**src/rtl/vending_pkg.sv**
```systemverilog
// Shared encodings for the change dispenser: FSM states, coin selector codes,
// denomination values and the greedy coin picker.
package vending_pkg;

  typedef enum logic [2:0] {
    ST_IDLE,
    ST_SELECT,
    ST_ISSUE,
    ST_DONE,
    ST_ERROR
  } state_t;

  typedef enum logic [1:0] {
    SEL_1 = 2'b00,
    SEL_2 = 2'b01,
    SEL_4 = 2'b10,
    SEL_8 = 2'b11
  } coin_sel_t;

  localparam logic [3:0] COIN_VAL_1 = 4'd1;
  localparam logic [3:0] COIN_VAL_2 = 4'd2;
  localparam logic [3:0] COIN_VAL_4 = 4'd4;
  localparam logic [3:0] COIN_VAL_8 = 4'd8;

  typedef struct packed {
    logic      found;
    coin_sel_t sel;
  } coin_pick_t;

  function automatic logic [3:0] coin_value(input coin_sel_t sel);
    case (sel)
      SEL_1:   return COIN_VAL_1;
      SEL_2:   return COIN_VAL_2;
      SEL_4:   return COIN_VAL_4;
      default: return COIN_VAL_8;
    endcase
  endfunction

  // Largest available denomination not exceeding the remaining amount.
  function automatic coin_pick_t pick_coin(input logic [3:0] remaining,
                                           input logic [3:0] avail);
    coin_pick_t p;
    p.found = 1'b0;
    p.sel   = SEL_1;
    for (int i = 3; i >= 0; i--) begin
      if (!p.found && avail[i] && coin_value(coin_sel_t'(2'(i))) <= remaining) begin
        p.found = 1'b1;
        p.sel   = coin_sel_t'(2'(i));
      end
    end
    return p;
  endfunction

endpackage

```
**src/rtl/coin_stock.sv**
```systemverilog
// Per-denomination coin stock counters; only built with CHANGE_DISPENSER_COIN_STOCK_EN.
`ifdef CHANGE_DISPENSER_COIN_STOCK_EN
module coin_stock
  import vending_pkg::*;
#(
  parameter int STOCK_INIT = 5
) (
  input  logic       clk,
  input  logic       rst,
  input  logic       take,
  input  coin_sel_t  take_sel,
  output logic [3:0] avail
);

  logic [3:0] stock [4];

  // NOTE: these are live counters, not storage, so every entry is reset.
  always_ff @(posedge clk) begin
    if (rst) begin
      for (int i = 0; i < 4; i++) stock[i] <= 4'(STOCK_INIT);
    end else if (take && stock[take_sel] != 4'd0) begin
      stock[take_sel] <= stock[take_sel] - 4'd1;
    end
  end

  always_comb begin
    avail = 4'b0000;
    for (int i = 0; i < 4; i++) avail[i] = (stock[i] != 4'd0);
  end

endmodule
`endif

```
**src/rtl/change_dispenser.sv**
```systemverilog
// Greedy change dispenser FSM driving a one-coin-at-a-time ejection handshake.
// Optional stock tracking is enabled by defining CHANGE_DISPENSER_COIN_STOCK_EN.
module change_dispenser
  import vending_pkg::*;
#(
  parameter int ACK_TIMEOUT     = 15,
  parameter int COIN_STOCK_INIT = 5
) (
  input  logic       clk,
  input  logic       rst,
  input  logic       change_valid,
  input  logic [3:0] change_amount,
  output logic       change_ready,
  output logic       coin_req,
  output logic [1:0] coin_sel,
  input  logic       coin_ack,
  output logic [3:0] dispensed,
  output logic       done,
  output logic       redlight
);

  localparam int WAIT_W = $clog2(ACK_TIMEOUT + 1);

  state_t            state;
  logic [3:0]        remaining;
  coin_sel_t         sel_q;
  logic [WAIT_W-1:0] wait_cnt;
  logic [3:0]        avail;
  logic              coin_taken;
  coin_pick_t        pick;

  assign change_ready = (state == ST_IDLE);
  assign coin_sel     = sel_q;
  assign coin_taken   = (state == ST_ISSUE) && coin_ack;
  assign pick         = pick_coin(remaining, avail);

`ifdef CHANGE_DISPENSER_COIN_STOCK_EN
  coin_stock #(
    .STOCK_INIT (COIN_STOCK_INIT)
  ) u_coin_stock (
    .clk      (clk),
    .rst      (rst),
    .take     (coin_taken),
    .take_sel (sel_q),
    .avail    (avail)
  );
`else
  // Unlimited supply; the stock parameter has no effect in this build.
  assign avail = {4{COIN_STOCK_INIT >= 0}};
`endif

  // NOTE: all state below is registered with non-blocking assignments only.
  always_ff @(posedge clk) begin
    if (rst) begin
      state     <= ST_IDLE;
      remaining <= 4'd0;
      dispensed <= 4'd0;
      sel_q     <= SEL_1;
      coin_req  <= 1'b0;
      done      <= 1'b0;
      redlight  <= 1'b0;
      wait_cnt  <= '0;
    end else begin
      done <= 1'b0;
      case (state)
        ST_IDLE: begin
          if (change_valid) begin
            remaining <= change_amount;
            dispensed <= 4'd0;
            redlight  <= 1'b0;
            state     <= ST_SELECT;
          end
        end
        ST_SELECT: begin
          if (remaining == 4'd0) begin
            done  <= 1'b1;
            state <= ST_DONE;
          end else if (pick.found) begin
            sel_q    <= pick.sel;
            coin_req <= 1'b1;
            wait_cnt <= '0;
            state    <= ST_ISSUE;
          end else begin
            redlight <= 1'b1;
            state    <= ST_ERROR;
          end
        end
        ST_ISSUE: begin
          // An ack on the final wait cycle is checked first so it wins.
          if (coin_ack) begin
            remaining <= remaining - coin_value(sel_q);
            dispensed <= dispensed + coin_value(sel_q);
            wait_cnt  <= '0;
            coin_req  <= 1'b0;
            state     <= ST_SELECT;
          end else if (wait_cnt == WAIT_W'(ACK_TIMEOUT - 1)) begin
            wait_cnt <= '0;
            coin_req <= 1'b0;
            redlight <= 1'b1;
            state    <= ST_ERROR;
          end else begin
            wait_cnt <= wait_cnt + 1'b1;
          end
        end
        ST_DONE:  state <= ST_IDLE;
        ST_ERROR: state <= ST_IDLE;
        default:  state <= ST_IDLE;
      endcase
    end
  end

endmodule

```
**config.mk**
```make
export PLATFORM = sky130hd
export DESIGN_NAME = change_dispenser
export DESIGN_NICKNAME = d
export VERILOG_FILES = /design/src/rtl/vending_pkg.sv /design/src/rtl/coin_stock.sv /design/src/rtl/change_dispenser.sv
export SDC_FILE = /design/constraint.sdc
export NUM_CORES = 1
export LEC_CHECK = 0
export ABC_AREA = 1
export CELL_PAD_IN_SITES_DETAIL_PLACEMENT = 0
export CELL_PAD_IN_SITES_GLOBAL_PLACEMENT = 1
export CORE_AREA = 2 2 59 83
export CTS_CLUSTER_DIAMETER = 30
export CTS_CLUSTER_SIZE = 28
export DETAILED_ROUTE_END_ITERATION = 16
export DIE_AREA = 0 0 61 85
export PLACE_DENSITY = 0.62
export REMOVE_ABC_BUFFERS = 1
export SYNTH_ARGS = -nofsm -noshare
export SYNTH_HDL_FRONTEND = slang
export SYNTH_SLANG_ARGS = --single-unit
```
**constraint.sdc**
```tcl
create_clock -name clk -period 2.1 [get_ports clk]
set_input_delay 0.21 -clock clk [delete_from_list [all_inputs] [get_ports clk]]
set_output_delay 0.21 -clock clk [all_outputs]
set_load 0.02 [all_outputs]
```
# --- Yosys cells after proc, flatten, opt, wreduce, memory -nomap -nowiden ---
# Cells that the tools add are included.
word_totals:
  in_bits: 8
  wordCells: 86
  register_bits: 20
  output_inout_bits: 10
classes:
  n_reduce_logical: 19
  eq_ne: 13
  bitwise: 2
  addsub: 3
  n_mux: 37
  order_cmp: 4
ops:
  columns: ["operator", "n"]
  rows:
  - ["two-way mux 4 bit", 11]
  - ["two-way mux 3 bit", 9]
  - ["one-hot mux 4 bit (2 select lines)", 3]
  - ["inequality test 2 bit (second input constant)", 6]
  - ["one-hot mux 4 bit (3 select lines)", 1]
  - ["two-way mux 1 bit", 10]
  - ["one-hot mux 3 bit (3 select lines)", 1]
  - ["AND reduction 3 bit", 3]
  - ["AND reduction 6 bit", 1]
  - ["adder 4 x 1 -> 4 bit (second input constant)", 1]
  - ["adder 4 bit", 1]
  - ["== test 4 bit (second input constant)", 1]
  - ["<= comparator 1 x 4 -> 1 bit (first input constant)", 1]
  - ["<= comparator 2 x 4 -> 1 bit (first input constant)", 1]
  - ["<= comparator 3 x 4 -> 1 bit (first input constant)", 1]
  - ["<= comparator 4 bit (first input constant)", 1]
  - ["logical NOT 4 bit", 1]
  - ["AND reduction 4 bit", 1]
  - ["nonzero test 2 bit", 2]
  - ["subtractor 4 bit", 1]
  - ["== test 3 x 1 -> 1 bit (second input constant)", 1]
  - ["== test 3 x 2 -> 1 bit (second input constant)", 1]
  - ["logical AND 1 bit", 3]
  - ["logical NOT 1 bit", 3]
  - ["other kinds (12)", 13]

# --- Depth between registers and ports, before layout ---
# Gate-level depths: netlist (run 1).
depth:
  depth_word: 14
  depth_mapped: 11
  ltp_nobuf: 11

# --- Worst setup path before layout (run 1) ---
# OpenSTA, ideal clock, no wires.
synth_path:
  path_type: "register to register"
  startpoint: "reg sel_q[0], in the netlist coin_sel[0]"
  endpoint: "reg remaining[3]"
  setup_ns: 0.131
  path_stages_with_launch: 11
  arrival_time_ns: 1.610
  n_path_buf: 0
  setup_slack_ns: 0.359
  period_less_slack_ns: 1.741
  required_ns: 1.969
  cell_sequence: "dfxtp_1 inv_1 nor2_1 inv_1 ha_1 nand2_1 nor2_1 o21ai_0 nand3_1 nand2_1 a21oi_2"
synth_via:
  elab_chain_len: 8
  elab_cells_between_ends: 10
  cone_classes: "add/sub (1); eq/ne (2); mux (6); reduce/logical (1)"
synth_rtl:
  columns: ["item", "line", "rtl"]
  rows:
  - ["start: declaration", "change_dispenser.sv:26", "coin_sel_t sel_q;"]
  - ["start signal: assignment", "change_dispenser.sv:79", "sel_q <= pick.sel;"]
  - ["== test 2 bit, or another cell as far along", "vending_pkg.sv:31", "case (sel)"]
  - ["one-hot mux 4 bit (3 select lines) *", "vending_pkg.sv:31", null]
  - ["two-way mux 4 bit *", "change_dispenser.sv:90", "if (coin_ack) begin"]
  - ["two-way mux 4 bit *", "change_dispenser.sv:65", "case (state)"]
  - ["two-way mux 4 bit *", "change_dispenser.sv:54", "if (rst) begin"]
  - ["subtractor 4 bit *", "change_dispenser.sv:91", "remaining <= remaining - coin_value(sel_q);"]
  - ["two-way mux 4 bit *", "change_dispenser.sv:90", null]
  - ["one-hot mux 4 bit (2 select lines) *", "change_dispenser.sv:65", null]
  - ["end signal: assignment", "change_dispenser.sv:68", "remaining <= change_amount;"]
  - ["end signal: assignment", "change_dispenser.sv:91", null]
  - ["end: declaration", "change_dispenser.sv:25", "logic [3:0] remaining;"]
# Mark *: on every way between the ends. The rest lies on a longest branch, timed or not. The select of a mux whose other input is x is not followed.
# A chain may end at the register's enable or synchronous reset.

# --- Worst setup path in the final report (run 1) ---
# Same ends and word-level chain as after synthesis.

==> flow_metrics.env, run 1 <==
export IMPL_outcome="complete, no violations"
export IMPL_r2r_slack_ns=0.33
export IMPL_grtUsageTotal=0.1337
export IMPL_end_kind="flop"
export IMPL_ys_top_cells_by_area="dfxtp_1, nand2_1, ha_1"
export IMPL_cp_max_fo=7
export IMPL_ys_flop_type="dfxtp_1"
export IMPL_ant_nets=0
export IMPL_power_w=0.001432
export IMPL_cp_arrival_ns=1.92
export IMPL_clkTransAtPathRegs_ns=0.08
export IMPL_start_util=0.2868
export IMPL_chipHeight_um=85
export IMPL_syn2layout_area_growth_pct=24.54
export IMPL_final_area_sq_mm=0.001594
export IMPL_placed_cell_area_sq_mm=0.001520
export IMPL_drtPass1Iterations=4
export IMPL_clk_latency_ns=0.26
export IMPL_drt_initial_drc_count=36
export IMPL_fin_setup_tns_ns=0
export IMPL_synthMuxAreaShare=0
export IMPL_slew_viol_final=0
export IMPL_ys_ff_latch=20
export IMPL_avgSynthCellArea_sq_um=7.273
export IMPL_synth_top_family_by_area="simple AND/OR/NAND/NOR gates"
export IMPL_grt_max_degree=13
export IMPL_synth_area_sq_mm=0.001280
export IMPL_layout_min_cycle_time_ns=1.767
export IMPL_dpl_worst_slack_ns=0.1862
export IMPL_row_count=29
export IMPL_leakage_nw=0.6926
export IMPL_tightest_slew_ns=0.3149
export IMPL_die_area_sq_mm=0.005185
export IMPL_cts_tree="built"
export IMPL_finalCritPeriodShare=0.8415
export IMPL_wire_per_inst_um=11.55
export IMPL_hold_buffers=0
export IMPL_cp_data_required_time_ns=2.25
export IMPL_ys_async_sr_fraction=0
export IMPL_root_buffer="clkbuf_8"
export IMPL_setup_viol=0
export IMPL_syn_inst=176
export IMPL_layout_common_cells="nand2_1, inv_1, dfxtp_1, clkdlybuf4s50_1, nor2_1"
export IMPL_crit_type="reg -> reg"
export IMPL_rsz0062_at_grt="false"
export IMPL_pin_count=18
export IMPL_finalClockSkew_ns=0.003709
export IMPL_route_detailed_drc=0
export IMPL_ys_types=26
export IMPL_core_area_sq_mm=0.004463
export IMPL_synth_edf_count=0
export IMPL_cts_sinks=20
export IMPL_vias=1131
export IMPL_diodes=0
export IMPL_regArea_sq_um=400.4
export IMPL_wirelength_um=2980
export IMPL_multi_input_area_sq_um=770.7
export IMPL_dieWidth_um=61
export IMPL_fillers=471
export IMPL_power_density_mw_per_mm2=898.5
export IMPL_grt_remaining_overflow=0
export IMPL_nets=215
export IMPL_synth_fa_ha_area_frac=0.1095
export IMPL_slew_headroom=0.7898
export IMPL_cp_start_kind="flop"
export IMPL_synth_compound_area_share=0.1427
export IMPL_hold_viol=0
export IMPL_yosys_area_top_type="dfxtp_1"
export IMPL_io_buffers=17
export IMPL_htreeDepth=1
export IMPL_grt_pass1_vias=1157
export IMPL_synthSimpleGateAreaFrac=0.3275
export IMPL_place_gp_congestion=0.8021
export IMPL_peakVddDrop_mv=0.3139
export IMPL_hpwlAfterDp_um=2354
export IMPL_holdCritPathClass="reg -> reg"
export IMPL_layout_setup_ws_ns=0.3328
export IMPL_synth_xor_area_share=0.02053
export IMPL_fmax_mhz=565.9
export IMPL_cts_setup_buffers=0
export IMPL_maxCapViolCount=0
export IMPL_final_common_cell="nand2_1"
export IMPL_synth_top_area_share=0.3128
export IMPL_drive_above_1_share=0.1378
export IMPL_vias_per_cell=4.384
export IMPL_yosysSeqAreaShare=0.3128
export IMPL_clk_path_buf_depth=2
export IMPL_ys_warn_count=0
export IMPL_grt_pass1_wl_um=5299
export IMPL_cts_buffers_inserted=3
export IMPL_antenna_found_initial=0
sequential cells by signal, summed over array words and instances (netlist names):
| signal | flops |
|---|---|
| dispensed | 4 |
| remaining | 4 |
| wait_cnt | 4 |
| state | 3 |
| coin_sel | 2 |
| coin_req | 1 |
| done | 1 |
| redlight | 1 |
metrics by stage:
step	util	hold WS, ns	instances
after CTS	0.3566	0.4692	258
after global routing	0.3572	0.5058	258
final	0.3572	0.4660	258
after floorplan	-	0.2724	174
after detailed placement	0.3406	0.4561	254
after global placement	0.3406	0.4595	254
worst max-delay path, stage by stage, from the launching register on:
cell	delay (ns)
dfxtp_1	0.47
inv_1	0.10
nor2_2	0.23
inv_1	0.07
ha_1	0.27
nand2_1	0.05
nor2_1	0.16
nor2_1	0.06
nand2_1	0.06
nand3_1	0.07
nand2_1	0.08
a21oi_2	0.05
report_power, final:
group,switching [W],internal (W),total [W]
Clock,0.000138,0.000255,0.000392
Sequential,0.0000614,0.000431,0.000493
Combinational,0.000333,0.000214,0.000547
Total,0.000533,0.000900,0.00143
per-layer routing:
metal | global-route usage | vias up | part of all wire
met5 | 0 | - | 0
li1 | - | 596 | -
met1 | 0.1593 | 517 | 0.42
met2 | 0.2385 | 16 | 0.55
met4 | 0.04150 | 0 | 0.0074
met3 | 0.01829 | 2 | 0.021
area by class of cell:
type | count | share of cell area
timing repair buffer | 18 | 0.1115
sequential | 20 | 0.2512
inverter | 25 | 0.06044
multi-input combinational | 129 | 0.4835
clock inverter | 1 | 0.01884
tap | 62 | 0.04867
clock buffer | 3 | 0.02590
synth_stat cells, types with 2 or more instances:
library cell and n:
nand3_1 11, fa_1 2, nand2_1 43, dfxtp_1 20, nor2_1 16, o21ai_2 2, inv_1 23, nand2_4 4
xor2_1 3, o21ai_0 9, nor2_4 2, nand2_2 4, a21oi_1 14, ha_1 8, a21oi_2 4
repair_timing:
action	4_1_cts	5_1_grt
resized for setup	0	1
setup endpoints to repair	0	1
endpoints found under the hold margin	0	0
kinds of logic (layout without fill, tap and decap cells):
group,Yosys count,count (layout)
AND/OR/NAND/NOR,85,85
AO/OA/AOI/OAI,31,31
buffers and inverters,27,47
flip-flops,20,20
adder cells (fa/ha/maj),10,10
XOR/XNOR,3,3
worst paths after layout:
path | start | end | depth (start not counted)
worst min-delay path | coin_req | coin_req | 2
worst max register to register | coin_sel[0] | remaining[3] | 11
worst min register to register | coin_req | coin_req | 2
worst max-delay path | coin_sel[0] | remaining[3] | 11
(Power assumes the default switching activity.)
==> inputs of run 2 (changes only) <==
==> constraint.sdc (replaced) <==
create_clock -name clk -period 1.75 [get_ports clk]
set_input_delay 0.175 -clock clk [delete_from_list [all_inputs] [get_ports clk]]
set_output_delay 0.175 -clock clk [all_outputs]
set_load 0.02 [all_outputs]
==> flow_metrics.env, run 2 (synthesized netlist as in run 1, its figures left out) <==
export IMPL_r2r_slack_ns=0.15
export IMPL_worst_path_max_delay_cell="clkdlybuf4s50_1"
export IMPL_crit_family="buffers and inverters"
export IMPL_cp_start_kind="flop"
export IMPL_worstReg2RegStart="coin_sel[1]"
export IMPL_drt_initial_drc_count=36
export IMPL_drive_above_1_share=0.1550
export IMPL_wirelength_um=2993
export IMPL_holdCritPathClass="reg -> reg"
export IMPL_maxCapViolCount=0
export IMPL_ant_nets=0
export IMPL_cp_arrival_ns=1.49
export IMPL_dieWidth_um=61
export IMPL_setup_viol=0
export IMPL_finalClockSkew_ns=0.004990
export IMPL_grt_max_degree=13
export IMPL_instances_no_fill=262
export IMPL_slowest_delay_ns=0.52
export IMPL_hold_start="coin_req"
export IMPL_ff2ff_path_depth=6
export IMPL_outcome="complete, no violations"
export IMPL_grt_remaining_overflow=0
export IMPL_wire_per_inst_um=11.42
export IMPL_antenna_found_initial=0
export IMPL_path_buf_inv=3
export IMPL_vias=1137
export IMPL_route_detailed_drc=0
export IMPL_grt_pass1_vias=1173
export IMPL_r2r_end="remaining[1]"
export IMPL_layout_common_cells="nand2_1, inv_1, dfxtp_1, clkdlybuf4s50_1, nor2_1"
export IMPL_cts_tree="built"
export IMPL_diodes=0
export IMPL_chipHeight_um=85
export IMPL_nets=219
export IMPL_slew_headroom=0.7981
export IMPL_hold_viol=0
export IMPL_hold_depth=2
export IMPL_fmax_mhz=600.7
export IMPL_cts_buffers_inserted=3
export IMPL_final_common_cell="nand2_1"
export IMPL_hold_buffers=0
export IMPL_placedCellCount=257
export IMPL_drtPass1Iterations=4
export IMPL_reg_top3="dispensed x4, remaining x4, wait_cnt x4"
export IMPL_clkTransAtPathRegs_ns=0.08
export IMPL_root_buffer="clkbuf_8"
export IMPL_fin_setup_tns_ns=0
export IMPL_grtUsageTotal=0.1283
export IMPL_crit_type="reg -> out"
export IMPL_row_count=29
export IMPL_fillers=488
export IMPL_peakVddDrop_mv=0.3190
export IMPL_place_gp_congestion=0.7650
export IMPL_hpwlAfterDp_um=2396
export IMPL_tightest_slew_ns=0.3018
export IMPL_cp_data_required_time_ns=1.57
export IMPL_cp_cell_sequence="inv_2, nand2_1, inv_1, clkdlybuf4s50_1"
export IMPL_cts_sinks=20
export IMPL_core_area_sq_mm=0.004463
export IMPL_grt_pass1_wl_um=5043
export IMPL_power_w=0.001646
export IMPL_die_area_sq_mm=0.005185
export IMPL_slew_viol_final=0
export IMPL_vias_per_cell=4.340
export IMPL_clk_latency_ns=0.26
export IMPL_pin_count=18
export IMPL_power_density_mw_per_mm2=1024
export IMPL_htreeDepth=1
export IMPL_worstHoldEndpoint="coin_req"
export IMPL_finalCritPeriodShare=0.9512
export IMPL_clk_path_buf_depth=2
export IMPL_layout_min_cycle_time_ns=1.665
export IMPL_syn2layout_area_growth_pct=25.61
export IMPL_end_kind="output port"
export IMPL_start_util=0.2868
export IMPL_leakage_nw=0.7059
export IMPL_io_buffers=17
export IMPL_cp_max_fo=6
## run 2: area by class of cell
cell class                      count  area [sq um]  area share
Clock buffer                        4         55.05     0.03424
Inverter                           25         96.34     0.05992
Multi-Input combinational cell    129         770.7      0.4794
Sequential cell                    20         400.4      0.2490
Tap cell                           62         77.57     0.04825
Timing Repair Buffer               22         207.7      0.1292
## run 2: how the worst max path moves through the flow
| stage | start | end | slack, ns | depth (start not counted) |
|---|---|---|---|---|
| 4_1_cts | state[0] | change_ready | 0.006 | 4 |
| 3_3_place_gp | coin_sel[0] | remaining[3] | 0.09 | 11 |
| 3_5_place_dp | coin_sel[0] | remaining[3] | 0.12 | 11 |
| 5_1_grt | coin_sel[0] | remaining[3] | -0.03 | 11 |
| 6_report | state[1] | change_ready | 0.09 | 4 |
| 2_1_floorplan | coin_sel[0] | remaining[1] | 0.02 | 6 |
## run 2: per-layer routing
metal,track usage,routed length [um],up-vias
li1,-,-,606
met5,0,0,-
met3,0.01829,66,5
met1,0.1404,1226,513
met2,0.2405,1651,13
met4,0.04150,49,0
## run 2: worst register-to-register path: stages, from the launching register on
cell and delay, ns:
dfxtp_1 0.35, nor2_1 0.18, ha_1 0.22, fa_1 0.42
o21ai_0 0.21, o21ai_2 0.06, a21oi_1 0.11
## run 2: stage by stage
step | util | hold slack, ns | instance area [sq um] | setup WS, ns
floorplan | - | 0.2374 | 1265 | 0.01585
global placement | 0.3457 | 0.4616 | 1543 | 0.08951
detailed placement | 0.3457 | 0.4578 | 1543 | 0.1159
CTS | 0.3580 | 0.4709 | 1598 | 0.005941
global route | 0.3602 | 0.5148 | 1608 | -0.02866
finish | 0.3602 | 0.4729 | 1608 | 0.08536
## run 2: power breakdown
part | internal, W | total (W) | switching (W)
Sequential | 0.000517 | 0.000583 | 0.0000652
Clock | 0.000201 | 0.000371 | 0.000171
Combinational | 0.000279 | 0.000692 | 0.000414
## run 2: repair_timing
action / CTS / global route
gates resized for setup: 0 / 1
endpoints found under the setup margin: 0 / 3
setup buffers: 0 / 1
==> inputs of run 3 (changes only) <==
--- a/config.mk
+++ b/config.mk
@@ -13,6 +13,7 @@
 export CTS_CLUSTER_SIZE = 28
 export DETAILED_ROUTE_END_ITERATION = 16
 export DIE_AREA = 0 0 61 85
+export HOLD_SLACK_MARGIN = 0.12
 export PLACE_DENSITY = 0.62
 export REMOVE_ABC_BUFFERS = 1
 export SYNTH_ARGS = -nofsm -noshare
==> results of run 3 <==
Final layout, timing and power as in run 2 (identical DEF).
